--- config.mk ---
export PLATFORM = sky130hd
export DESIGN_NAME = bin_to_bcd_seq
export DESIGN_NICKNAME = d
export VERILOG_FILES = /design/src/rtl/bin2bcd_pkg.sv /design/src/rtl/bin_to_bcd_seq_digit_adj.sv /design/src/rtl/bin_to_bcd_seq.sv
export SDC_FILE = /design/constraint.sdc
export NUM_CORES = 1
export LEC_CHECK = 0
export CAP_MARGIN = 20
export CORE_MARGIN = 2
export CORE_UTILIZATION = 50
export DETAILED_ROUTE_END_ITERATION = 10
export PLACE_DENSITY = 0.76
export SLEW_MARGIN = 15
export SYNTH_ARGS = -nofsm -noshare
export SYNTH_HDL_FRONTEND = slang
export SYNTH_HIERARCHICAL = 1
export SYNTH_SLANG_ARGS = --single-unit
--- constraint.sdc ---
create_clock -name clk_i -period 1.9 [get_ports clk_i]
set_input_delay 0.19 -clock clk_i [delete_from_list [all_inputs] [get_ports clk_i]]
set_output_delay 0.19 -clock clk_i [all_outputs]
set_load 0.01 [all_outputs]
--- src/rtl/bin2bcd_pkg.sv ---
// ---------------------------------------------------------------------------
// bin2bcd_pkg
//   Shared definitions for the sequential binary-to-BCD converter:
//     - bin2bcd_state_t : converter FSM states
//     - ADD3_THRESHOLD  : digit value from which the +3 correction applies
//     - min_digits()    : smallest BCD digit count that can represent every
//                         unsigned value of a given binary width
// ---------------------------------------------------------------------------
package bin2bcd_pkg;

    typedef enum logic [1:0] {
        IDLE   = 2'd0,
        ADJUST = 2'd1,
        SHIFT  = 2'd2
    } bin2bcd_state_t;

    localparam logic [3:0] ADD3_THRESHOLD = 4'd5;

    // Number of decimal digits of (2^width - 1). Evaluated at elaboration.
    function automatic int min_digits(input int width);
        logic [127:0] max_val;
        int           d;
        max_val = '0;
        for (int i = 0; i < width && i < 128; i++) begin
            max_val[i] = 1'b1;
        end
        d = 1;
        while (max_val >= 128'd10) begin
            max_val = max_val / 128'd10;
            d++;
        end
        return d;
    endfunction

endpackage

--- src/rtl/bin_to_bcd_seq_digit_adj.sv ---
// ---------------------------------------------------------------------------
// bcd_digit_adj
//   Combinational double-dabble correction cell for one BCD digit:
//   digits of 5 or more get +3 so the following left shift carries into the
//   next digit exactly when the doubled value reaches 10.
//   Ports:
//     digit     in  4  BCD digit before correction
//     digit_adj out 4  corrected digit (4-bit add, carry discarded)
// ---------------------------------------------------------------------------
module bcd_digit_adj
    import bin2bcd_pkg::*;
(
    input  logic [3:0] digit,
    output logic [3:0] digit_adj
);

    assign digit_adj = (digit >= ADD3_THRESHOLD) ? (digit + 4'd3) : digit;

endmodule

--- src/rtl/bin_to_bcd_seq.sv ---
// ---------------------------------------------------------------------------
// bin_to_bcd_seq
//   Multi-cycle binary-to-BCD converter (shift-and-add-3) with a start/valid
//   handshake. One ADJUST + one SHIFT cycle per binary bit; all digits are
//   corrected in parallel. Latency 2*WIDTH cycles from the accepting edge.
//
//   Parameters:
//     WIDTH   binary operand width (>= 4)
//     DIGITS  number of BCD digits, must cover 2^WIDTH-1
//   Ports:
//     clk_i    in  1         clock
//     rst_i    in  1         asynchronous reset, active low
//     start_i  in  1         conversion request, sampled while idle
//     bin_i    in  WIDTH     unsigned operand, captured on the accepting edge
//     busy_o   out 1         conversion in progress
//     valid_o  out 1         one-cycle pulse, bcd_o updated at this edge
//     bcd_o    out 4*DIGITS  packed BCD result, digit k at [4k+3:4k]
//     blank_o  out DIGITS    leading-zero mask (only with BIN2BCD_BLANK_EN)
//
//   Build option: define BIN2BCD_BLANK_EN to add blank_o. Bit k is set when
//   digit k and all higher digits are zero; bit 0 is never set.
//
//   state  | meaning
//   -------+---------------------------------------------------------
//   IDLE   | waiting for start_i; result outputs hold last value
//   ADJUST | add 3 to every BCD digit >= 5
//   SHIFT  | shift register left by one, count down remaining bits
// ---------------------------------------------------------------------------
module bin_to_bcd_seq
    import bin2bcd_pkg::*;
#(
    parameter int WIDTH  = 12,
    parameter int DIGITS = 4
) (
    input  logic                  clk_i,
    input  logic                  rst_i,
    input  logic                  start_i,
    input  logic [WIDTH-1:0]      bin_i,
    output logic                  busy_o,
    output logic                  valid_o,
    output logic [4*DIGITS-1:0]   bcd_o
`ifdef BIN2BCD_BLANK_EN
    ,
    output logic [DIGITS-1:0]     blank_o
`endif
);

    localparam int BCD_W = 4 * DIGITS;
    localparam int TOT_W = BCD_W + WIDTH;
    localparam int CNT_W = $clog2(WIDTH + 1);
    localparam logic [CNT_W-1:0] CNT_LOAD = CNT_W'(WIDTH);
    localparam logic [CNT_W-1:0] CNT_ONE  = CNT_W'(1);

    if (WIDTH < 4) begin : g_bad_width
        $error("bin_to_bcd_seq: WIDTH must be at least 4");
    end
    if (DIGITS < min_digits(WIDTH)) begin : g_bad_digits
        $error("bin_to_bcd_seq: DIGITS too small for WIDTH");
    end

    bin2bcd_state_t   state, next_state;
    logic [TOT_W-1:0] sreg;
    logic [TOT_W-1:0] sreg_adj;
    logic [TOT_W-1:0] sreg_shl;
    logic [BCD_W-1:0] digits_adj;
    logic [CNT_W-1:0] cnt;
    logic             load;
    logic             do_adj;
    logic             do_shift;
    logic             done;

    for (genvar k = 0; k < DIGITS; k++) begin : g_adj
        bcd_digit_adj u_adj (
            .digit     (sreg[WIDTH + 4*k +: 4]),
            .digit_adj (digits_adj[4*k +: 4])
        );
    end

    assign sreg_adj = {digits_adj, sreg[WIDTH-1:0]};
    assign sreg_shl = {sreg[TOT_W-2:0], 1'b0};

    always_ff @(posedge clk_i or negedge rst_i) begin
        if (!rst_i) begin
            state <= IDLE;
        end else begin
            state <= next_state;
        end
    end

    always_comb begin
        next_state = state;
        load       = 1'b0;
        do_adj     = 1'b0;
        do_shift   = 1'b0;
        done       = 1'b0;
        case (state)
            IDLE: begin
                if (start_i) begin
                    load       = 1'b1;
                    next_state = ADJUST;
                end
            end
            ADJUST: begin
                do_adj     = 1'b1;
                next_state = SHIFT;
            end
            SHIFT: begin
                do_shift = 1'b1;
                if (cnt == CNT_ONE) begin
                    done       = 1'b1;
                    next_state = IDLE;
                end else begin
                    next_state = ADJUST;
                end
            end
            default: next_state = IDLE;
        endcase
    end

    always_ff @(posedge clk_i or negedge rst_i) begin
        if (!rst_i) begin
            sreg    <= '0;
            cnt     <= '0;
            bcd_o   <= '0;
            busy_o  <= 1'b0;
            valid_o <= 1'b0;
        end else begin
            busy_o  <= (next_state != IDLE);
            valid_o <= done;
            if (load) begin
                sreg <= {{BCD_W{1'b0}}, bin_i};
                cnt  <= CNT_LOAD;
            end else if (do_adj) begin
                sreg <= sreg_adj;
            end else if (do_shift) begin
                sreg <= sreg_shl;
                cnt  <= cnt - CNT_ONE;
            end
            // Result is taken from the shifted value so it lands on the same
            // edge as the final shift.
            if (done) begin
                bcd_o <= sreg_shl[TOT_W-1:WIDTH];
            end
        end
    end

`ifdef BIN2BCD_BLANK_EN
    logic [DIGITS-1:0] blank_nxt;
    logic              upper_zero;

    always_comb begin
        blank_nxt  = '0;
        upper_zero = 1'b1;
        for (int k = DIGITS - 1; k >= 1; k--) begin
            upper_zero   = upper_zero && (sreg_shl[WIDTH + 4*k +: 4] == 4'd0);
            blank_nxt[k] = upper_zero;
        end
    end

    always_ff @(posedge clk_i or negedge rst_i) begin
        if (!rst_i) begin
            blank_o <= '0;
        end else if (done) begin
            blank_o <= blank_nxt;
        end
    end
`else
    // No leading-zero mask in this build.
`endif

endmodule

# Word-level counts from Yosys, hierarchy flattened
# Cells that the tools add are included.
[classes]
reduce_logical = 9
addsub = 5
n_eq_ne = 8
muxes = 19
magnitude_cmp = 4
[op_table]
columns = ["operator", "n"]
rows = [
  ["28-bit two-way mux", 3],
  ["4-bit two-way mux", 7],
  ["4-bit by 2-bit adder with 4-bit output, second input constant", 4],
  ["4-bit by 3-bit greater-or-equal comparator with 1-bit output, second input constant", 4],
  ["3-bit by 2-bit != test with 1-bit output, second input constant", 4],
  ["2-bit AND reduction", 5],
  ["1-bit two-way mux", 7],
  ["2-bit case mux with 3 select lines", 1],
  ["4-bit by 1-bit == test with 1-bit output, second input constant", 1],
  ["2-bit nonzero test", 2],
  ["4-bit by 1-bit subtractor with 4-bit output, second input constant", 1],
  ["3-bit nonzero test", 1],
  ["2-bit by 1-bit == test with 1-bit output, second input constant", 1],
  ["2-bit == test, second input constant", 1],
  ["2-bit logical NOT", 1],
  ["2-bit two-way mux", 1],
  ["2-bit != test, second input constant", 1],
]
[totals]
in_bits = 15
wordCells = 55
output_inout_bits = 18
register_bits = 52

# Depth between registers and ports, before layout
# Gate-level depths: netlist of the first run.
[logic_depth]
word_depth = 5
depth_mapped = 7
mapped_depth_nobuf = 7

# Cells and area by module
# Netlist of the first run, hierarchy kept.
[modules_own_cells]
columns = ["module", "cells_per_inst", "area_each_um2", "seq_area_each_um2", "n_inst"]
rows = [
  ["bin_to_bcd_seq", 193, 2323.5, 1301.2, 1],
  ["bcd_digit_adj", 16, 101.3, 0.0, 4],
]

# Worst setup path before layout of the first run
# No wires, ideal clock.
[synth_path]
path_type = "register to register"
start = "register cnt[1]"
end = "register bcd_o[10]"
period_less_slack_ns = 1.802
setup_slack_ns = 0.098
path_stages_with_launch = 8
required_time_ns = 1.775
setup_ns = 0.125
arrival_time_ns = 1.677
path_buffers = 2
path_cell_list = "dfrtp_1 > inv_1 > ha_1 > or3b_1 > or2_1 > buf_6 > buf_12 > mux2_4"
[synth_via]
elab_chain_len = 3
[synth_rtl]
columns = ["item", "line", "rtl"]
rows = [
  ["start: declaration", "bin_to_bcd_seq.sv:66", "logic [CNT_W-1:0] cnt;"],
  ["start signal: assignment", "bin_to_bcd_seq.sv:137", "cnt <= cnt - CNT_ONE;"],
  ["4-bit by 1-bit == test with 1-bit output", "bin_to_bcd_seq.sv:109", "if (cnt == CNT_ONE) begin"],
  ["1-bit two-way mux", "bin_to_bcd_seq.sv:109", ""],
  ["1-bit two-way mux", "bin_to_bcd_seq.sv:96", "case (state)"],
  ["end signal: assignment", "bin_to_bcd_seq.sv:142", "bcd_o <= sreg_shl[TOT_W-1:WIDTH];"],
  ["end: declaration", "bin_to_bcd_seq.sv:41", "output logic [4*DIGITS-1:0] bcd_o"],
]
# Every way passes these cells.
# A chain may end at the register's enable or synchronous reset.

# Final worst setup path of the first run
[layout_path]
start = "register cnt[1]"
end = "register bcd_o[8]"
# The elaborated chain is that of the path after synthesis.

==> metrics.md, run 1 <==
| Metric | Value |
|---|---|
| Root buf cell | `clkbuf_8` |
| Peak supply drop | `0.0007349 V` |
| Pins Over Slew Limit | `0` |
| CP endpoint kind | `flip-flop` |
| Cts repair resizes | `0` |
| Status | `finished with violations` |
| NetSw | `0.001977 W` |
| Die area | `6065 µm²` |
| Mapped Cells | `257` |
| Die Width | `77.88 µm` |
| Post-route DRC | `0` |
| Maxcap violations | `0` |
| Hpwl dp | `3120 µm` |
| Clock group share of total power | `12.7%` |
| Final Hold Fails | `19` |
| Fill cells | `443` |
| DR vias/cell | `5.511` |
| Yosys reg bits | `52` |
| Number of synthesized flops with an enable pin | `0` |
| Worst r2r src | `cnt[1]` |
| # IOs | `33` |
| Gr ovfl total | `0` |
| # H-tree levels | `2` |
| P_int | `0.002852 W` |
| Post-DRT Antenna Nets | `0` |
| Post-CTS Setup Inserts | `0` |
| FP Rows | `26` |
| LEAKAGE | `1.488 nW` |
| Share of layout cells above drive strength 1 | `13.10%` |
| Final setup vio count | `0` |
| WP depth | `6` |
| Mean post-synth cell area | `10.62 µm²` |
| Final GP Congestion | `0.7442` |
| Ys Warns | `6` |
| M3 GR Usage | `4.767%` |
| Combinational power share | `45.7%` |
| Worst EP required | `2100 ps` |
| Max Clock Freq | `556.4 MHz` |
| Vias | `1984` |
| Syn Nets | `282` |
| Setup Crit Path Kind | `flip-flop to flip-flop` |
| Clock latency on the worst-skew pair | `300 ps` |
| Total Routing Usage GR | `18.06%` |
| CTS Buf Count | `5` |
| Met2 Use GR | `29.91%` |
| P&R area growth vs syn | `17.52%` |
| Fin util | `62.00%` |
| Initial antenna violation count | `0` |
| R2R Path End | `bcd_o[8]` |
| Reg2Reg Depth | `6` |
| Worst slew pin tran | `821.3 ps` |
| Relative slew slack | `45.13%` |
| Hold_buf cts | `0` |
| Most used routing layer | `met2` |
| Crit path max-delay cell type | `dfrtp_1` |
| Minimum clock period | `1797 ps` |
| Largest net degree at the start of global routing | `53` |
| Final net count | `315` |
| Cell Chain, Critical Path | `inv_1 > ha_1 > or3b_1 > or2_1 > buf_12 > mux2_4` |
| Final Cycle Share | `94.59%` |
| Unique masters post-synth | `29` |
| Setup crit start | `cnt[1]` |
| Most used DFF post-synth | `dfrtp_1` |
| Seq/Total Area, Yosys | `47.68%` |
| Sink Count | `52` |
| Startpoint types | `flip-flop` |
| R2r setup slk | `100 ps` |
| Design Power | `0.004829 W` |
| Failing checks | `negative hold slack` |
| Met1 usage | `22.44%` |
| Wire per inst | `13.49 µm` |
| Buffers on Ports | `32` |
| Vias in the first global route | `1994` |
| CP endpoint | `bcd_o[8]` |
| Clk_skew | `6.163 ps` |
| Clock-pin slew of the registers on the worst-case setup and hold paths | `90 ps` |
| Total iterations of the first detailed-routing run | `5` |
| Starting Density | `52.76%` |
| Switching part of the total | `40.94%` |
| RSZ-0062 raised after global routing | `no` |
| Seq pwr share | `41.6%` |
| Global-route wire length before repair | `8790 µm` |
| Drt initial violations | `158` |
| Hold WC Path Type | `input pin to async pin` |
| Clock tree from TritonCTS | `yes` |
| Crit path max fanout | `17` |
| Mapped cell area | `2729 µm²` |
| CP top delay family | `simple AND/OR/NAND/NOR gates` |
| Buf/Inv on CP | `2` |
| Bufs on Longest Clock Path | `2` |
| Core Box Area | `5172 µm²` |
| Worst path arrival time | `1990 ps` |
| Ys async rst share | `100.0%` |
| Hold slack final | `-9.545 ps` |
| Pwr/cell area | `1506 nW/µm²` |
| Die Span Y | `77.88 µm` |
| Routed wire length | `4857 µm` |
| Diode count | `0` |
| Critical Path Max Stage Delay | `400 ps` |
[per-layer routing]
metal  up-vias  share of wire (%)
li1        975                  -
met1       972                 48
met2        32                 47
met3         5                4.0
met4         0                1.2
met5         -                  0
[placed cells by master, fill, tap and decap left out, types with 2 or more instances in the layout]
master	instances
dfrtp_1	52
nand2_1	43
clkdlybuf4s50_1	31
mux2i_1	21
a21oi_1	17
a221oi_1	16
inv_1	11
a22oi_1	11
nand2b_1	10
ha_1	10
mux2_4	9
nor2_1	7
o21ai_0	7
mux2_2	7
buf_4	7
clkbuf_8	5
a21oi_2	4
xnor2_1	4
o21ai_1	4
nor2b_1	2
o21bai_1	2
[synthesized netlist by cell type, types with 9 or more instances]
master	n	area, µm²
mux2i_1	21	210.2
nand2b_1	10	62.56
dfrtp_1	52	1301
a21oi_1	17	85.08
mux2_4	9	135.1
a22oi_1	11	82.58
a221oi_1	16	140.1
clkbuf_1	9	33.78
inv_1	11	41.29
nand2_1	43	161.4
ha_1	10	125.1
[power groups by stage]
stage | clock (W) | sequential (W) | combinational [W]
floorplan | 0 | 0.00192 | 0.00176
global placement | 0 | 0.00202 | 0.00213
detailed placement | 0 | 0.00203 | 0.00222
CTS | 0.000632 | 0.00201 | 0.00222
global route | 0.000673 | 0.00210 | 0.00252
finish | 0.000611 | 0.00201 | 0.00221
[cell families (layout without fill, tap and decap cells)]
logic type | Yosys count | after routing | share of synthesized area (%)
flip-flops | 52 | 52 | 47.68
XOR/XNOR | 4 | 4 | 1.284
buffers and inverters | 25 | 58 | 4.401
AND/OR/NAND/NOR | 67 | 67 | 11.14
multiplexers | 37 | 37 | 15.54
AO/OA/AOI/OAI | 62 | 62 | 15.36
adder cells (fa/ha/maj) | 10 | 10 | 4.585
[layout make-up]
class | instances | area, µm² | area share (%)
tap | 70 | 87.58 | 2.731
clock buffer | 5 | 68.82 | 2.146
multi-input combinational | 180 | 1308 | 40.77
inverter | 11 | 41.29 | 1.288
sequential | 52 | 1301 | 40.58
timing repair buffer | 40 | 387.9 | 12.10
clock inverter | 2 | 12.51 | 0.3902
[worst min path at each step]
stage	end	slack [ps]	cells after the start
after CTS	bcd_o[8]	10	2
final	bcd_o[2]	-10	2
after global placement	bcd_o[3]	350	2
after global routing	bcd_o[8]	60	2
after floorplan	bcd_o[0]	-110	0
after detailed placement	bcd_o[3]	350	2
[stage by stage]
step	cell area, µm²	worst slack [ps]	TNS, ps	std cells
floorplan	2729	98.21	0	257
global placement	3118	-18.06	-141.6	352
detailed placement	3118	-53.17	-232.6	352
CTS	3199	94.92	0	359
global route	3207	1.039	0	360
finish	3207	102.7	0	360
[flip-flops by register name, indices dropped and copies added, names as in the netlist]
signal / flops
busy_o: 1
valid_o: 1
bcd_o: 16
state: 2
sreg: 28
cnt: 4
(Power assumes the default switching activity.)
==> run 2, diff against run 1 <==
--- a/config.mk
+++ b/config.mk
@@ -9,8 +9,10 @@
 export CORE_MARGIN = 2
 export CORE_UTILIZATION = 50
 export DETAILED_ROUTE_END_ITERATION = 10
+export MAX_ROUTING_LAYER = met4
 export PLACE_DENSITY = 0.76
-export SLEW_MARGIN = 15
+export SETUP_SLACK_MARGIN = 0.4
+export SLEW_MARGIN = 20
 export SYNTH_ARGS = -nofsm -noshare
 export SYNTH_HDL_FRONTEND = slang
 export SYNTH_HIERARCHICAL = 1
==> run 2 against run 1 <==
Compared with the run above: the flow now finishes without violations; critical path depth unchanged; critical path type unchanged; clock-buffer cell count is 1 higher; global-route usage grew 1.4 points; die area is the same; highest routed layer unchanged.
==> metrics.md, run 2 (same netlist as run 1, synthesis figures left out) <==
| Metric | Value |
|---|---|
| Dpl cells | `353 (was 352)` |
| Crit path max fanout | `4 (was 17)` |
| Routed wire length | `5749 µm (was 4857 µm)` |
| Status | `finished, final reports clean (was finished with violations)` |
| Root buf cell | `clkbuf_8 (unchanged)` |
| # IOs | `33 (unchanged)` |
| Largest Register | `sreg (unchanged)` |
| Post-route DRC | `0 (unchanged)` |
| FP Rows | `26 (unchanged)` |
| Final Cycle Share | `97.20% (was 94.59%)` |
| Peak supply drop | `0.0008758 V (was 0.0007349 V)` |
| Share of layout cells above drive strength 1 | `29.97% (was 13.10%)` |
| Die Span Y | `77.88 µm (unchanged)` |
| Most used routing layer | `met2 (unchanged)` |
| Final non-filler cell total | `387 (was 360)` |
| Relative slew slack | `61.58% (was 45.13%)` |
| Total iterations of the first detailed-routing run | `4 (was 5)` |
| Post-DRT Antenna Nets | `0 (unchanged)` |
| R2r setup slk | `50 ps (was 100 ps)` |
| R2R Path End | `bcd_o[11] (was bcd_o[8])` |
| P_int | `0.003404 W (was 0.002852 W)` |
| Met1 usage | `23.37% (was 22.44%)` |
| Worst EP required | `2100 ps (about the same)` |
| Regs by FF count | `sreg x28, bcd_o x16, cnt x4 (unchanged)` |
| Design Power | `0.005720 W (was 0.004829 W)` |
| Met2 Use GR | `33.45% (was 29.91%)` |
| Pwr/cell area | `1570 nW/µm² (was 1506 nW/µm²)` |
| Hpwl dp | `3292 µm (was 3120 µm)` |
| Die Width | `77.88 µm (unchanged)` |
| P&R area growth vs syn | `33.47% (was 17.52%)` |
| Setup TNS | `0 ps (unchanged)` |
| Switching part of the total | `40.49% (was 40.94%)` |
| Pins Over Slew Limit | `0 (unchanged)` |
| Die area | `6065 µm² (unchanged)` |
| Sink Count | `52 (unchanged)` |
| Startpoint types | `flip-flop (unchanged)` |
| Diode count | `0 (unchanged)` |
| Gr ovfl total | `0 (unchanged)` |
| Seq pwr share | `35.0% (was 41.6%)` |
| Final setup vio count | `0 (unchanged)` |
| Final net count | `341 (was 315)` |
| Vias | `2125 (was 1984)` |
| Hold WC Path Type | `input pin to async pin (unchanged)` |
| Max Clock Freq | `541.5 MHz (was 556.4 MHz)` |
| Crit path max-delay cell type | `dfrtp_1 (unchanged)` |
| Worst path arrival time | `2050 ps (was 1990 ps)` |
| Buffers on Ports | `32 (unchanged)` |
| Clock latency on the worst-skew pair | `300 ps (about the same)` |
| Core Box Area | `5172 µm² (unchanged)` |
| Final GP Congestion | `0.7677 (was 0.7442)` |
| Commonest non-fill, non-tap cell in the layout | `dfrtp_1 (unchanged)` |
| Initial antenna violation count | `0 (unchanged)` |
| CP endpoint kind | `flip-flop (unchanged)` |
| Worst r2r src | `cnt[1] (unchanged)` |
| Wire per inst | `14.86 µm (was 13.49 µm)` |
| M3 GR Usage | `3.605% (was 4.767%)` |
| Buf/Inv on CP | `2 (unchanged)` |
| Most frequent cells in the layout | `dfrtp_1 (47), nand2_1 (43), clkdlybuf4s50_1 (31) (was dfrtp_1 (52), nand2_1 (43), clkdlybuf4s50_1 (31))` |
| Setup Crit Path Kind | `flip-flop to flip-flop (unchanged)` |
| DP Area | `3126 µm² (was 3118 µm²)` |
| Fin util | `70.42% (was 62.00%)` |
| Minimum clock period | `1847 ps (was 1797 ps)` |
| CTS Buf Count | `5 (unchanged)` |
| CP top delay family | `simple AND/OR/NAND/NOR gates (unchanged)` |
| Clock tree from TritonCTS | `yes (unchanged)` |
| DR vias/cell | `5.491 (was 5.511)` |
| Clock group share of total power | `11.8% (was 12.7%)` |
| Bufs on Longest Clock Path | `2 (unchanged)` |
| Largest register FFs | `28 (unchanged)` |
| Combinational power share | `53.2% (was 45.7%)` |
| Cell Chain, Critical Path | `inv_2 > ha_4 > or3b_4 > or2_4 > clkbuf_16 > mux2_4 (was inv_1 > ha_1 > or3b_1 > or2_1 > buf_12 > mux2_4)` |
| NetSw | `0.002316 W (was 0.001977 W)` |
| RSZ-0062 raised after global routing | `yes (was no)` |
| Worst slew pin tran | `576.3 ps (was 821.3 ps)` |
| Total Routing Usage GR | `19.43% (was 18.06%)` |
| Critical Path Max Stage Delay | `400 ps (about the same)` |
| Final Hold Fails | `0 (was 19)` |
| Largest net degree at the start of global routing | `38 (was 53)` |
| Vias in the first global route | `2097 (was 1994)` |
| Clock-pin slew of the registers on the worst-case setup and hold paths | `100 ps (was 90 ps)` |
| Cell area after layout | `3642 µm² (was 3207 µm²)` |
| Clk_skew | `5.178 ps (was 6.163 ps)` |
| Reg2Reg Depth | `6 (unchanged)` |
| Maxcap violations | `0 (unchanged)` |
| Drt initial violations | `168 (was 158)` |
| LEAKAGE | `1.650 nW (was 1.488 nW)` |
| # H-tree levels | `2 (unchanged)` |
| Starting Density | `52.76% (unchanged)` |
| Global-route wire length before repair | `9349 µm (was 8790 µm)` |
run 2: cell types whose count changed in the layout (fill, tap and decap cells not counted), sizes merged:
cell         previous run  this run
dlygate4sd3             0         1
clkbuf                  5         7
clkinv                  1         0
buf                     9        33
clkinvlp                1         2
run 2: power by group through the flow:
stage	Combinational, W	Sequential, W	Clock [W]
2_1_floorplan	0.00176	0.00192	0
3_3_place_gp	0.00214	0.00202	0
3_5_place_dp	0.00223	0.00203	0
4_1_cts	0.00250	0.00194	0.000683
5_1_grt	0.00339	0.00207	0.000734
6_report	0.00305	0.00200	0.000672
run 2: worst max path at each step:
stage               startpoint  cells after the start        end  slack [ps]
floorplan               cnt[1]                      7  bcd_o[10]         100
global placement       start_i                      4   sreg[15]          20
detailed placement     start_i                      4   sreg[14]         -30
CTS                     cnt[1]                      6  bcd_o[13]         110
global route            cnt[1]                      6  bcd_o[11]           7
finish                  cnt[1]                      6  bcd_o[11]          50
run 2: layout make-up:
cell class                      count  area (µm²)
Tap cell                           70       87.58
Timing Repair Buffer               66       634.4
Sequential cell                    52        1308
Clock inverter                      2       15.01
Fill cell                         363        1530
Inverter                           11       41.29
Clock buffer                        6       82.58
Multi-Input combinational cell    180        1474
run 2: metrics by stage:
| step | setup WS (ps) | hold slack (ps) |
|---|---|---|
| 6_report | 53.25 | 413.7 |
| 5_1_grt | 6.529 | 474.1 |
| 4_1_cts | 113.9 | 439.7 |
| 3_5_place_dp | -33.57 | 222.6 |
| 3_3_place_gp | 22.20 | 223.4 |
| 2_1_floorplan | 98.21 | -105.6 |
run 2: what timing repair did:
item	CTS	global route
cloned	1	1
hold buffers	1	0
endpoints found under the setup margin	33	41
setup buffers	12	11
resized for setup	9	37
hold endpoints to repair	23	0
pin swaps	5	12
run 2: metal layers:
layer	up-vias	share of wire, %
met5	-	0
met1	1047	44
li1	1031	-
met3	5	3.8
met2	42	51
met4	0	0.87
==> run 3, diff against run 2 <==
--- a/config.mk
+++ b/config.mk
@@ -8,6 +8,7 @@
 export CAP_MARGIN = 20
 export CORE_MARGIN = 2
 export CORE_UTILIZATION = 50
+export CTS_BUF_LIST = sky130_fd_sc_hd__clkbuf_8 sky130_fd_sc_hd__clkbuf_16
 export DETAILED_ROUTE_END_ITERATION = 10
 export MAX_ROUTING_LAYER = met4
 export PLACE_DENSITY = 0.76
==> results of run 3 <==
Final layout, timing and power as in run 2 (identical DEF).
